### src/rtl/qdr2p_pkg.sv
// Shared constants and slot encoding for the QDR II+ burst-of-4 scheduler.
package qdr2p_pkg;

  localparam int unsigned QDR_BEAT_W  = 36;
  localparam int unsigned QDR_BURST   = 4;
  localparam int unsigned QDR_BWS_W   = 4;
  localparam int unsigned QDR_BURST_W = QDR_BEAT_W * QDR_BURST;

  localparam logic [QDR_BWS_W-1:0] QDR_BWS_IDLE = '1;

  typedef enum logic {
    SLOT_RD = 1'b0,
    SLOT_WR = 1'b1
  } slot_e;

endpackage

### src/rtl/qdr2p_rd_capture.sv
// Tracks issued reads through the fixed PHY latency and reassembles the
// four returned beats into one response word.
module qdr2p_rd_capture #(
  parameter int unsigned DATA_W = 36,
  parameter int unsigned RD_LAT = 8
) (
  input  logic                clk,
  input  logic                rst_n,
  input  logic                rd_issue,
  input  logic [DATA_W-1:0]   q_rise,
  input  logic [DATA_W-1:0]   q_fall,
  output logic                rsp_valid,
  output logic [4*DATA_W-1:0] rsp_data
);

  logic [RD_LAT+1:0]   issue_sr;
  logic [2*DATA_W-1:0] lo_beats;

  // Beats 2/3 go straight into the response word so valid lands at t+3+RD_LAT.
  always_ff @(posedge clk) begin
    if (!rst_n) begin
      issue_sr  <= '0;
      lo_beats  <= '0;
      rsp_valid <= 1'b0;
      rsp_data  <= '0;
    end else begin
      issue_sr  <= {issue_sr[RD_LAT:0], rd_issue};
      if (issue_sr[RD_LAT])
        lo_beats <= {q_fall, q_rise};
      rsp_valid <= issue_sr[RD_LAT+1];
      if (issue_sr[RD_LAT+1])
        rsp_data <= {q_fall, q_rise, lo_beats};
    end
  end

endmodule

### src/rtl/qdr2p_b4_sched.sv
// QDR II+ B4 command scheduler: alternating read/write address slots, write
// beat serializer with byte strobes, and read response reassembly.
module qdr2p_b4_sched
  import qdr2p_pkg::*;
#(
  parameter int unsigned ADDR_W = 18,
  parameter int unsigned DATA_W = QDR_BEAT_W,
  parameter int unsigned RD_LAT = 8
) (
  input  logic                              clk,
  input  logic                              rst_n,
  input  logic                              cal_done,
  input  logic                              rd_req_valid,
  output logic                              rd_req_ready,
  input  logic [ADDR_W-1:0]                 rd_req_addr,
  input  logic                              wr_req_valid,
  output logic                              wr_req_ready,
  input  logic [ADDR_W-1:0]                 wr_req_addr,
  input  logic [4*DATA_W-1:0]               wr_req_data,
  input  logic [QDR_BURST*QDR_BWS_W-1:0]    wr_req_bw_n,
  output logic                              rd_rsp_valid,
  output logic [4*DATA_W-1:0]               rd_rsp_data,
  output logic                              qdr_rps_n,
  output logic                              qdr_wps_n,
  output logic [ADDR_W-1:0]                 qdr_sa,
  output logic [DATA_W-1:0]                 qdr_d_rise,
  output logic [DATA_W-1:0]                 qdr_d_fall,
  output logic [QDR_BWS_W-1:0]              qdr_bws_rise_n,
  output logic [QDR_BWS_W-1:0]              qdr_bws_fall_n,
  input  logic [DATA_W-1:0]                 qdr_q_rise,
  input  logic [DATA_W-1:0]                 qdr_q_fall
);

  slot_e ph, ph_next;
  logic  rd_fire, wr_fire;

  logic [4*DATA_W-1:0]               wr_buf;
  logic [QDR_BURST*QDR_BWS_W-1:0]    wr_bw_buf;
  logic                              wr_pend;
  logic [2*DATA_W-1:0]               wr_hi;
  logic [2*QDR_BWS_W-1:0]            wr_hi_bw;
  logic                              wr_hi_pend;

  always_comb begin
    ph_next = SLOT_RD;
    if (cal_done)
      ph_next = (ph == SLOT_RD) ? SLOT_WR : SLOT_RD;
  end

  always_ff @(posedge clk) begin
    if (!rst_n) ph <= SLOT_RD;
    else        ph <= ph_next;
  end

  assign rd_req_ready = rst_n && cal_done && (ph == SLOT_RD);
  assign wr_req_ready = rst_n && cal_done && (ph == SLOT_WR);
  assign rd_fire      = rd_req_valid && rd_req_ready;
  assign wr_fire      = wr_req_valid && wr_req_ready;

  // wr_buf takes the next write while wr_hi still holds beats 2/3 of the
  // previous one, so back-to-back writes stream without a data-bus gap.
  always_ff @(posedge clk) begin
    if (!rst_n) begin
      qdr_rps_n      <= 1'b1;
      qdr_wps_n      <= 1'b1;
      qdr_sa         <= '0;
      qdr_d_rise     <= '0;
      qdr_d_fall     <= '0;
      qdr_bws_rise_n <= QDR_BWS_IDLE;
      qdr_bws_fall_n <= QDR_BWS_IDLE;
      wr_buf         <= '0;
      wr_bw_buf      <= '1;
      wr_pend        <= 1'b0;
      wr_hi          <= '0;
      wr_hi_bw       <= '1;
      wr_hi_pend     <= 1'b0;
    end else begin
      qdr_rps_n <= !rd_fire;
      qdr_wps_n <= !wr_fire;
      if (rd_fire)
        qdr_sa <= rd_req_addr;
      else if (wr_fire)
        qdr_sa <= wr_req_addr;

      wr_pend <= wr_fire;
      if (wr_fire) begin
        wr_buf    <= wr_req_data;
        wr_bw_buf <= wr_req_bw_n;
      end

      wr_hi_pend <= wr_pend;
      if (wr_pend) begin
        qdr_d_rise     <= wr_buf[DATA_W-1:0];
        qdr_d_fall     <= wr_buf[2*DATA_W-1:DATA_W];
        qdr_bws_rise_n <= wr_bw_buf[QDR_BWS_W-1:0];
        qdr_bws_fall_n <= wr_bw_buf[2*QDR_BWS_W-1:QDR_BWS_W];
        wr_hi          <= wr_buf[4*DATA_W-1:2*DATA_W];
        wr_hi_bw       <= wr_bw_buf[4*QDR_BWS_W-1:2*QDR_BWS_W];
      end else if (wr_hi_pend) begin
        qdr_d_rise     <= wr_hi[DATA_W-1:0];
        qdr_d_fall     <= wr_hi[2*DATA_W-1:DATA_W];
        qdr_bws_rise_n <= wr_hi_bw[QDR_BWS_W-1:0];
        qdr_bws_fall_n <= wr_hi_bw[2*QDR_BWS_W-1:QDR_BWS_W];
      end else begin
        qdr_d_rise     <= '0;
        qdr_d_fall     <= '0;
        qdr_bws_rise_n <= QDR_BWS_IDLE;
        qdr_bws_fall_n <= QDR_BWS_IDLE;
      end
    end
  end

  qdr2p_rd_capture #(
    .DATA_W (DATA_W),
    .RD_LAT (RD_LAT)
  ) u_rd_capture (
    .clk       (clk),
    .rst_n     (rst_n),
    .rd_issue  (rd_fire),
    .q_rise    (qdr_q_rise),
    .q_fall    (qdr_q_fall),
    .rsp_valid (rd_rsp_valid),
    .rsp_data  (rd_rsp_data)
  );

endmodule

### config.mk
export PLATFORM = sky130hd
export DESIGN_NAME = qdr2p_b4_sched
export DESIGN_NICKNAME = d
export VERILOG_FILES = /design/src/rtl/qdr2p_pkg.sv /design/src/rtl/qdr2p_rd_capture.sv /design/src/rtl/qdr2p_b4_sched.sv
export SDC_FILE = /design/constraint.sdc
export NUM_CORES = 1
export LEC_CHECK = 0
export CORE_ASPECT_RATIO = 1.4
export CORE_MARGIN = 3
export CORE_UTILIZATION = 30
export DETAILED_ROUTE_END_ITERATION = 8
export PLACE_DENSITY_LB_ADDON = 0.05
export SLEW_MARGIN = 20
export SYNTH_ARGS = -nofsm -noshare
export SYNTH_HDL_FRONTEND = slang
export SYNTH_HIERARCHICAL = 1
export SYNTH_SLANG_ARGS = --single-unit
export TNS_END_PERCENT = 1
### constraint.sdc
create_clock -name clk -period 1.95 [get_ports clk]
set_clock_uncertainty 0.2 [all_clocks]
set_input_delay 0.585 -clock clk [delete_from_list [all_inputs] [get_ports clk]]
set_output_delay 0.585 -clock clk [all_outputs]
set_load 0.005 [all_outputs]
==> impl_metrics.json, run 1 <==
{
  "core_um2": 68300,
  "critPathRequiredTime_ns": 1.16,
  "grt_max_degree": 151,
  "numCtsBuffers": 61,
  "routedWlPerCell_um": 17.1,
  "fp.dieArea_um2": 72500,
  "worstPathArrival_ns": 1.21,
  "grt_antenna_before_repair": 12,
  "ir_drop_mv": 0.652,
  "slowest_stage": "dfxtp_2",
  "finalNonFillerCells": 3597,
  "rows": 113,
  "fill_cells": 6852,
  "maxSlewHeadroom": 0.630,
  "overflow": 0,
  "syn_nets": 2412,
  "min_path_type": "in -> reg",
  "path_class": "reg -> out",
  "internal_power_w": 0.0197,
  "start_util": 0.304,
  "drc_errors": 0,
  "io_buffers": 519,
  "area_growth_pct": 35.6,
  "cts.sinks": 570,
  "cts.clk_slew.worst_paths_ns": 0.06,
  "worst_slew_pin_slew_ns": 0.556,
  "leakage_nw": 11.1,
  "cp_top_family": "flip-flops",
  "critical_path_buf_inv_count": 2,
  "cts_tree": "yes",
  "die_width_um": 228,
  "dr.pass1.iters": 5,
  "min_period_over_period": 1.03,
  "nets": 2890,
  "gp_congestion": 0.753,
  "slowest_delay_ns": 0.32,
  "finalHoldWorstSlack_ns": 0.0674,
  "place_hpwl_um": 42400,
  "grtUsageTotal": 0.163,
  "root_buffer": "clkbuf_16",
  "drive_above_1_share": 0.200,
  "num_vias": 15900,
  "grt_pass1_wl_um": 94500,
  "status": "finished with violations",
  "syn_area_um2": 20800,
  "seq_area_frac_synth": 0.549,
  "switchingPower_w": 0.00522,
  "pin_count": 520,
  "detail-route-antenna-nets": 0,
  "pwr-share-seq": 0.473,
  "drt-initial-drc-count": 701,
  "rrSetupSlack_ns": 0.21,
  "critPathLaunchType": "register",
  "first_global_vias": 15900,
  "syn_avg_cell_area_um2": 9.72,
  "p_comb_frac": 0.046,
  "finalMaxSlewViolations": 0,
  "hold_buffers": 0,
  "ys_ff_latch": 570,
  "wl_um": 61500,
  "rsz0062_at_grt": "yes",
  "post_dp_cell_area_um2": 27100,
  "synth-warning-count": 6,
  "period_needed_ns": 2.00,
  "finalHoldViolations": 0,
  "clk_latency_ns": 0.61,
  "pre_cts_slack_ns": -0.617,
  "netlist_instances": 2139,
  "drv_cap": 0,
  "path_cells": "buf_6 > nor2_2 > buf_2",
  "violations": "negative setup slack",
  "die_h_um": 317,
  "clk_path_buf_depth": 3,
  "setup_viol": 2,
  "dp_cells": 3472,
  "fmax_ghz": 0.500,
  "sw_frac_of_total": 0.210,
  "path_max_fanout": 2,
  "pwr_density_cell_nw_per_um2": 883,
  "fin_ws_ns": -0.0489,
  "clkPwrFrac": 0.480,
  "synth_cell_types": 22,
  "final_area_um2": 28200,
  "post-route-util": 0.413,
  "viasPerCell": 4.41,
  "ctsHtreeMaxLevel": 2,
  "endpoint_kind": "output port"
}
==> path summary, 6_finish.rpt <==
path | to | cells past startpoint | startpoint
worst max-delay path | rd_req_ready | 3 | ph
worst min-delay path | ph | 3 | rst_n
worst max register to register | wr_buf[81] | 7 | ph
worst min register to register | u_rd_capture/issue_sr[4] | 1 | u_rd_capture/issue_sr[3]
==> cell type report <==
class,count,area [um^2],area share
diodes,9,22.5,0.000799
clock buffers,94,1910,0.0676
flip-flops and latches,570,11600,0.411
multi-input cells,1386,8450,0.300
clock inverters,20,205,0.00728
inverters,18,72.6,0.00257
well taps,920,1150,0.0408
repair buffers,580,4810,0.171
==> tightest hold or removal path: stages <==
cell and delay (ns):
buf_8 0.11, nand2_1 0.09, nor2_1 0.05
==> layer usage <==
metal / track usage / up-vias / part of all wire
li1: - / 8026 / -
met1: 0.208 / 7311 / 0.45
met2: 0.268 / 435 / 0.46
met3: 0.0472 / 79 / 0.066
met4: 0.0434 / 8 / 0.022
met5: 0 / - / 0.00089
==> power groups by stage <==
stage               Sequential, W  Clock (W)  Combinational (W)
global placement           0.0120          0            0.00118
floorplan                  0.0120          0           0.000389
detailed placement         0.0120          0            0.00119
finish                     0.0118     0.0119            0.00116
CTS                        0.0118     0.0125            0.00118
global route               0.0118     0.0129            0.00125
==> sequential cells by signal, summed over array words and instances (netlist names) <==
name,cells
ph,1
qdr_bws_fall_n,4
qdr_bws_rise_n,4
qdr_d_fall,36
qdr_d_rise,36
qdr_rps_n,1
qdr_sa,18
qdr_wps_n,1
u_rd_capture/issue_sr,10
u_rd_capture/lo_beats,72
u_rd_capture/rsp_data,144
u_rd_capture/rsp_valid,1
wr_buf,144
wr_bw_buf,16
wr_hi,72
wr_hi_bw,8
wr_hi_pend,1
wr_pend,1
==> per-stage QoR <==
stage                     total power, W  setup TNS (ns)
after floorplan                   0.0124               0
after global placement            0.0132          -67.07
after detailed placement          0.0132          -66.92
after CTS                         0.0254          -0.415
after global routing              0.0259          -0.265
final                             0.0249         -0.0906
==> cells in the final DEF, fill, tap and decap left out, types with 26 or more instances in the layout <==
master             n
buf_12            28
buf_4             32
dfxtp_2          118
clkdlybuf4s50_1  270
clkbuf_16         65
a22oi_1           72
a21oi_1           72
a31oi_1           34
o21ai_0           26
nand3_1          144
mux2i_1          224
buf_2            235
nor2b_1          440
dfxtp_1          448
nand2_1          333
==> repair_timing <==
action | 4_1_cts | 5_1_grt
pin swaps | 1 | 1
setup buffers | 2 | 0
setup endpoints to repair | 247 | 11
resized for setup | 1082 | 14
==> logic make-up after synthesis <==
| family | after synthesis | share of synthesized area |
|---|---|---|
| and+or+nand+nor | 958 | 0.238 |
| DFF | 570 | 0.549 |
| muxes | 224 | 0.108 |
| AOI/OAI and AO/OA | 204 | 0.0598 |
| buffers and inverters | 183 | 0.0451 |
==> cells in the mapped netlist <==
cell | count | area, um^2
dfxtp_1 | 570 | 11400
nor2b_1 | 440 | 2750
nand2_1 | 333 | 1250
mux2i_1 | 224 | 2240
nand3_1 | 144 | 721
a21oi_1 | 72 | 360
a22oi_1 | 72 | 541
clkbuf_1 | 63 | 236
buf_2 | 42 | 210
buf_4 | 37 | 278
a31oi_1 | 34 | 213
o21ai_0 | 26 | 130
nor2_1 | 18 | 67.6
inv_1 | 17 | 63.8
buf_1 | 15 | 56.3
and2_1 | 12 | 75.1
buf_6 | 8 | 90.1
nor3b_1 | 8 | 60.1
and3_1 | 1 | 6.26
and4_1 | 1 | 8.76
inv_2 | 1 | 3.75
nand4b_1 | 1 | 8.76
Power figures use the tool's default switching activity.
==> run 2: changes to the inputs <==
ABC_AREA = 1   (was unset)
==> run 2 against run 1 <==
Effect of this change: the flow still finishes with violations (negative setup slack); final area fell by 4.4%; via count up 7.6%; worst setup slack worse by 0.048 ns; critical path depth is the same; area after synthesis fell by 4.3%; die area shrank 4.2%; cell count increased by 11%; sequential share of layout area is 2.0 points higher; non-clock buffer count fell by 3; critical path type unchanged; largest cell class unchanged; largest power group is now registers; highest routed layer unchanged.
==> impl_metrics.json, run 2 <==
{
  "grt_max_degree": 109,
  "first_global_vias": 16800,
  "seq_area_frac_synth": 0.574,
  "setup_viol": 4,
  "grt_pass1_wl_um": 95600,
  "ys.flop_type": "dfxtp_1",
  "wl_um": 61600,
  "root_buffer": "clkbuf_16",
  "path_max_fanout": 3,
  "worst_slew_pin_slew_ns": 0.515,
  "start_util": 0.303,
  "tns_ns": -0.174,
  "ctsHtreeMaxLevel": 2,
  "nets": 3348,
  "drc_errors": 0,
  "synth_area_leaders": "dfxtp_1 57%, nand2_1 13%, nor2_1 9.3%",
  "synth-warning-count": 6,
  "ys_top_cells_by_count": "688 x nand2_1, 570 x dfxtp_1, 494 x nor2_1",
  "cts.sinks": 570,
  "die_h_um": 311,
  "clk_latency_ns": 0.62,
  "pwr_density_cell_nw_per_um2": 884,
  "pin_count": 520,
  "clk_path_buf_depth": 3,
  "syn_nets": 2860,
  "dr.pass1.iters": 5,
  "critPathRequiredTime_ns": 1.16,
  "place_hpwl_um": 43000,
  "gp_congestion": 0.791,
  "yosysTopAreaCell": "dfxtp_1",
  "drv_cap": 0,
  "status": "finished with violations",
  "area_growth_pct": 35.4,
  "post-synth-top-count-cell": "nand2_1",
  "detail-route-antenna-nets": 0,
  "routedWlPerCell_um": 15.5,
  "netlist_instances": 2587,
  "largestRegisters": "u_rd_capture/rsp_data (144), wr_buf (144)",
  "rows": 111,
  "rsz0062_at_grt": "yes",
  "leakage_nw": 11.2,
  "die_width_um": 224,
  "min_period_over_period": 1.05,
  "period_needed_ns": 2.05,
  "cts_tree": "yes",
  "critPathLaunchType": "register",
  "most-common-layout-cells": "686 x nand2_1, 494 x nor2_1, 437 x dfxtp_1",
  "post-route-util": 0.411,
  "numCtsBuffers": 59,
  "ys_ff_latch": 570,
  "grt_antenna_before_repair": 22,
  "hold_buffers": 0,
  "finalMaxSlewViolations": 0,
  "worstPathArrival_ns": 1.26,
  "maxSlewHeadroom": 0.657,
  "io_buffers": 519,
  "min_path_type": "reg -> reg",
  "endpoint_kind": "output port",
  "syn_area_um2": 19900,
  "synth_top_area_share": 0.574,
  "final_common_cell": "nand2_1",
  "overflow": 0,
  "drive_above_1_share": 0.170,
  "drt-initial-drc-count": 933,
  "synth_cell_types": 21,
  "fp.dieArea_um2": 69500,
  "num_vias": 17100,
  "finalHoldViolations": 0,
  "synth_edf_count": 0,
  "finalHoldWorstSlack_ns": 0.204,
  "ys_async_sr_fraction": 0,
  "violations": "negative setup slack",
  "ir_drop_mv": 0.614,
  "viasPerCell": 4.29,
  "cts.clk_slew.worst_paths_ns": 0.06,
  "syn_avg_cell_area_um2": 7.69,
  "grtUsageTotal": 0.172,
  "path_class": "reg -> out",
  "core_um2": 65600,
  "fmax_ghz": 0.489,
  "fill_cells": 6974,
  "fin_ws_ns": -0.0970
}
run 2: per-layer routing:
| metal | GRT usage | vias up | wire [um] |
|---|---|---|---|
| li1 | - | 8859 | - |
| met1 | 0.204 | 7702 | 26200 |
| met2 | 0.287 | 397 | 28500 |
| met3 | 0.0683 | 93 | 5350 |
| met4 | 0.0470 | 18 | 1320 |
| met5 | 0 | - | 133 |
run 2: area by class of cell:
| type | instances | area, um^2 | area share |
|---|---|---|---|
| Timing Repair Buffer | 577 | 4740 | 0.176 |
| Sequential cell | 570 | 11600 | 0.430 |
| Tap cell | 847 | 1060 | 0.0393 |
| Clock buffer | 90 | 1710 | 0.0636 |
| Antenna cell | 10 | 25.0 | 0.000929 |
| Clock inverter | 14 | 113 | 0.00418 |
| Multi-Input combinational cell | 1552 | 6510 | 0.242 |
| Inverter | 315 | 1180 | 0.0440 |
run 2: critical path: stages, from the launching register on:
cell and delay [ns]:
dfxtp_4 0.37, inv_2 0.04, nor3_2 0.10, buf_2 0.14
run 2: cell families (layout without fill, tap and decap cells):
| group | Yosys count | after routing | synth area share |
|---|---|---|---|
| compound gates | 320 | 320 | 0.0871 |
| buf+inv | 465 | 996 | 0.100 |
| flops | 570 | 570 | 0.574 |
| other cells | 0 | 10 | 0 |
| simple gates | 1232 | 1232 | 0.239 |
run 2: where the power goes:
part | switching, W | leakage, nW | internal [W]
clock | 0.00464 | 0.900 | 0.00615
combinational | 0.000546 | 5.69 | 0.000696
sequential | 0.0000333 | 4.66 | 0.0117
run 2: what timing repair did:
action / in CTS / in global routing
gates cloned: 0 / 0
setup endpoints to repair: 247 / 24
buffers inserted: 2 / 0
pin swaps: 2 / 0
hold endpoints to repair: 0 / 0
gates resized for setup: 1089 / 32
run 2: final timing paths:
check / startpoint / end / slack [ns] / cells after the start
hold reg to reg: u_rd_capture/issue_sr[7] / u_rd_capture/issue_sr[8] / 0.20 / 2
hold / removal: u_rd_capture/issue_sr[7] / u_rd_capture/issue_sr[8] / 0.20 / 2
setup reg to reg: ph / wr_buf[20] / 0.31 / 7
setup / recovery: ph / wr_req_ready / -0.1 / 3
run 2: per-stage QoR:
stage / total power, W / cell area [um^2] / cells / setup WS, ns
final: 0.0238 / 26900 / 3975 / -0.0970
after global routing: 0.0248 / 26900 / 3967 / -0.177
after CTS: 0.0243 / 26900 / 3965 / -0.170
after detailed placement: 0.0133 / 26100 / 3859 / -0.753
after global placement: 0.0133 / 26100 / 3859 / -0.787
after floorplan: 0.0125 / 19900 / 2587 / 0.0182
